<file path="config.mk">
export PLATFORM = sky130hd
export DESIGN_NAME = mult_ctrl
export DESIGN_NICKNAME = d
export VERILOG_FILES = /design/src/rtl/mult_ctrl.sv
export SDC_FILE = /design/constraint.sdc
export NUM_CORES = 1
export LEC_CHECK = 0
export CAP_MARGIN = 15
export CORE_AREA = 2 2 39 41
export CTS_CLUSTER_SIZE = 28
export DETAILED_ROUTE_END_ITERATION = 8
export DIE_AREA = 0 0 41 43
export PLACE_DENSITY = 0.45
export SETUP_SLACK_MARGIN = 0.4
export SKIP_CTS_REPAIR_TIMING = 1
export SLEW_MARGIN = 10
export SYNTH_ARGS = -nofsm -noshare
export SYNTH_HDL_FRONTEND = slang
export SYNTH_SLANG_ARGS = --single-unit
</file>
<file path="constraint.sdc">
create_clock -name CLK -period 2.2 [get_ports CLK]
set_clock_uncertainty 0.2 [all_clocks]
set_input_delay 0.33 -clock CLK [delete_from_list [all_inputs] [get_ports CLK]]
set_output_delay 0.33 -clock CLK [all_outputs]
set_load 0.005 [all_outputs]
</file>
<file path="src/rtl/mult_ctrl.sv">
// ============================================================================
// Module   : mult_ctrl
// Brief    : Sequencing controller for a shift-add multiplier datapath.
//            Optional abort input enabled by defining MULT_CTRL_ABORT_EN.
// Revision : 1.0 - initial release
// ============================================================================
`default_nettype none

module mult_ctrl #(
    parameter int WIDTH = 4
) (
    input  logic                     CLK,
    input  logic                     RST,
    input  logic                     STRT,
    input  logic                     q0,
`ifdef MULT_CTRL_ABORT_EN
    input  logic                     ABORT,
`endif
    output logic                     ld1,
    output logic                     ld2,
    output logic                     add_en,
    output logic                     shft_con,
    output logic                     BUSY,
    output logic                     DONE,
    output logic [$clog2(WIDTH)-1:0] CNT
);

    localparam int CW = $clog2(WIDTH);
    localparam logic [CW-1:0] C_LAST = CW'(WIDTH - 1);

    typedef enum logic [2:0] {
        S_IDLE  = 3'd0,
        S_LOAD  = 3'd1,
        S_ADD   = 3'd2,
        S_SHIFT = 3'd3,
        S_FIN   = 3'd4
    } state_t;

    state_t          state_q;
    state_t          state_d;
    logic [CW-1:0]   cnt_q;
    logic [CW-1:0]   cnt_d;
    logic            w_abort;

`ifdef MULT_CTRL_ABORT_EN
    assign w_abort = ABORT;
`else
    assign w_abort = 1'b0;
`endif

    always_comb begin
        state_d = state_q;
        cnt_d   = cnt_q;
        case (state_q)
            S_IDLE: begin
                if (STRT) begin
                    state_d = S_LOAD;
                end
            end
            S_LOAD: begin
                cnt_d   = '0;
                state_d = S_ADD;
            end
            S_ADD: begin
                state_d = S_SHIFT;
            end
            S_SHIFT: begin
                if (cnt_q == C_LAST) begin
                    state_d = S_FIN;
                end else begin
                    cnt_d   = cnt_q + CW'(1);
                    state_d = S_ADD;
                end
            end
            S_FIN: begin
                // DONE is a level: held until the issuer drops STRT
                if (!STRT) begin
                    state_d = S_IDLE;
                end
            end
            default: begin
                state_d = S_IDLE;
            end
        endcase

        if (w_abort && (state_q != S_IDLE)) begin
            state_d = S_IDLE;
            cnt_d   = '0;
        end
    end

    always_ff @(posedge CLK or posedge RST) begin
        if (RST) begin
            state_q <= S_IDLE;
            cnt_q   <= '0;
        end else begin
            state_q <= state_d;
            cnt_q   <= cnt_d;
        end
    end

    // Decoded from the state register so reset clears every output at once
    always_comb begin
        ld1      = 1'b0;
        ld2      = 1'b0;
        add_en   = 1'b0;
        shft_con = 1'b0;
        BUSY     = 1'b0;
        DONE     = 1'b0;
        case (state_q)
            S_LOAD: begin
                ld1  = 1'b1;
                ld2  = 1'b1;
                BUSY = 1'b1;
            end
            S_ADD: begin
                add_en = q0;
                BUSY   = 1'b1;
            end
            S_SHIFT: begin
                shft_con = 1'b1;
                BUSY     = 1'b1;
            end
            S_FIN: begin
                DONE = 1'b1;
                BUSY = 1'b1;
            end
            default: begin
                BUSY = 1'b0;
            end
        endcase
    end

    assign CNT = cnt_q;

endmodule

`default_nettype wire

</file>
==> impl_metrics.py <==
metrics = {
    "timing": {
        "rsz0062_at_grt": "yes",
        "min_period_over_period": 0.897,
        "hold_violations": 0,
        "period_needed_ps": 1970,
        "slew_headroom": 0.826,
        "totalNegativeSetupSlack_ps": 0,
        "setup_viol": 0,
        "fmax_mhz": 507,
        "timing.hold.ws_ps": 88.3,
        "worstMarginPinSlew_ps": 258,
        "slew_viol_final": 0,
    },
    "route": {
        "antenna_left": 0,
        "post-route-drc-count": 0,
        "vias": 256,
        "wire_per_inst_microns": 10.1,
        "drt_iter0_drc": 6,
        "vias_per_cell": 4.27,
        "wirelength_microns": 607,
        "dr.pass1.iters": 2,
    },
    "synth": {
        "synthTopCellsByArea": "dfrtp_1, o41ai_2, nor2_1",
        "synth_area_leader_cell": "dfrtp_1",
        "synth_nets": 33,
        "ys_seq_elements": 5,
        "synthTopCellsByCount": "dfrtp_1, nor2_1",
        "yosysMostFrequentCell": "dfrtp_1",
        "synth_edf_count": 0,
        "ys_warn_count": 0,
        "syn_area_sq_um": 273,
        "ys_seq_area_frac": 0.459,
        "synth_ff_type": "dfrtp_1",
        "synth_cell_type_count": 17,
        "avgSynthCellArea_sq_um": 9.74,
        "synthArstFlopShare": 1.00,
        "synthCells": 28,
        "synth_top_area_frac": 0.459,
    },
    "clock_tree": {
        "htree_levels": 1,
        "tritoncts.num_buffers": 3,
        "path_clk_slew_ps": 40,
        "clk_path_buf_depth": 2,
        "clock-root-buffer": "clkbuf_4",
        "clk_latency_ps": 240,
        "cts_sinks": 5,
        "cts_tree": "done",
    },
    "floorplanning": {
        "coreArea_sq_um": 1380,
        "fp.dieW_microns": 41,
        "row_count": 14,
        "dieArea_sq_um": 1760,
        "die_y_microns": 43,
        "initial_core_util": 0.197,
        "io_pins": 12,
    },
    "pwr": {
        "p_leak_nw": 0.259,
        "powerDensity_nw_per_um2": 1230,
        "peakVddDrop_v": 0.000489,
    },
    "worst_hold_path": {
        "hp-class": "input pin to async pin",
    },
    "job": {
        "cap_violations": 0,
    },
    "global_routing": {
        "grt_antenna_before_repair": 0,
        "grt_pass1_vias": 249,
        "grt_start_max_net_pins": 8,
        "gr-total-overflow": 0,
        "grt_usage": 0.0950,
        "grt_pass1_wl_microns": 1040,
    },
    "worst_setup_path": {
        "slowest_stage": "clkdlybuf4s50_1",
        "cp.required_ps": 1670,
        "path_max_fanout": 6,
        "crit_type": "flip-flop to output pin",
        "slowest_delay_ps": 500,
        "worstPathArrival_ps": 1440,
        "path_cells": "nand2b_4 -> nor2_2 -> clkdlybuf4s50_1",
        "path_delay_family": "buffers and inverters",
        "crit_buf_inv": 1,
        "start_kind": "flip-flop",
        "endpoint_kind": "output pin",
    },
    "final_layout": {
        "syn2layout_area_growth_pct": 72.5,
        "post-route-util": 0.340,
        "drive_gt1_frac": 0.295,
        "num_antenna_cells": 0,
        "nets": 50,
        "finalNonFillerCells": 60,
    },
    "place": {
        "place.gp.congestion": 0.618,
        "dp_hpwl_microns": 427,
        "port-buffer-count": 11,
        "dp_cells": 54,
    },
    "run_status": {
        "outcome": "finished clean",
    },
}
==> worst register-to-register path: cells and delay by family, from the launching register on <==
kind	cells	cell delay, ps
compound gates	2	270
flops	1	410
simple gates	1	210
fa+ha+maj	1	250
==> kinds of logic (layout without fill, tap and decap cells) <==
| kind of cell | Yosys count | in the layout | share of synthesized area |
|---|---|---|---|
| adders and majority gates | 1 | 1 | 0.0459 |
| and+or+nand+nor | 13 | 13 | 0.252 |
| buffers and inverters | 3 | 19 | 0.0551 |
| AOI/OAI and AO/OA | 5 | 5 | 0.156 |
| DFF | 5 | 5 | 0.459 |
| xor gates and xnor gates | 1 | 1 | 0.0321 |
==> power breakdown <==
part           internal (W)  switching, W  leakage [nW]
registers          0.000134     0.0000597        0.0571
clock network     0.0000685     0.0000370        0.0150
logic              0.000173      0.000107         0.187
==> final cells by class <==
type / instances / area (sq um)
Clock buffer: 4 / 26.3
Timing Repair Buffer: 13 / 138
Fill cell: 149 / 913
Tap cell: 16 / 20.0
Inverter: 2 / 7.51
Sequential cell: 5 / 129
Multi-Input combinational cell: 20 / 150
==> metal layers <==
layer / vias up / part of all wire / GRT usage
met5: - / 0 / 0
met4: 0 / 0 / 0.0200
met3: 0 / 0.11 / 0.0995
met2: 13 / 0.47 / 0.128
met1: 115 / 0.42 / 0.102
li1: 128 / - / -
==> per-stage QoR <==
stage	area [sq um]	setup WS [ps]	power (W)
6_report	470	227	0.000580
3_5_place_dp	395	187	0.000444
4_1_cts	422	38.6	0.000560
5_1_grt	470	158	0.000634
2_1_floorplan	273	750	0.000313
3_3_place_gp	395	175	0.000444
==> flip-flops by register name, summed over array words and instances (netlist names) <==
register and count:
CNT 2, state_q 3
==> final timing paths <==
kind                            slack [ps]  cells past startpoint         end       start
worst max-delay path                   230                      3         ld2  state_q[2]
worst min-delay path                    90                      2      CNT[0]         RST
worst max register to register         740                      4      CNT[0]      CNT[0]
worst min register to register         300                      2      CNT[1]      CNT[1]
max in group asynchronous             1520                      2  state_q[0]         RST
min in group CLK                       300                      2      CNT[1]      CNT[1]
==> layout by cell type, fill, tap and decap left out <==
cell,netlist,routed
dfrtp_2,0,3
nor2_4,0,1
nand2_1,2,2
clkdlybuf4s50_1,0,6
nor2b_1,1,1
nand2b_4,0,1
inv_1,2,2
ha_1,1,1
xnor2_1,1,1
nor2_1,4,2
and2_1,1,1
a211oi_1,1,1
clkbuf_1,0,1
nor3_1,2,2
clkbuf_4,0,3
buf_4,1,2
and2_4,1,1
nand4b_1,1,1
o41ai_2,1,1
nor2_2,0,1
dlymetal6s2s_1,0,5
a22o_1,1,1
dfrtp_1,5,2
o21ai_1,2,2
(Power assumes the default switching activity.)
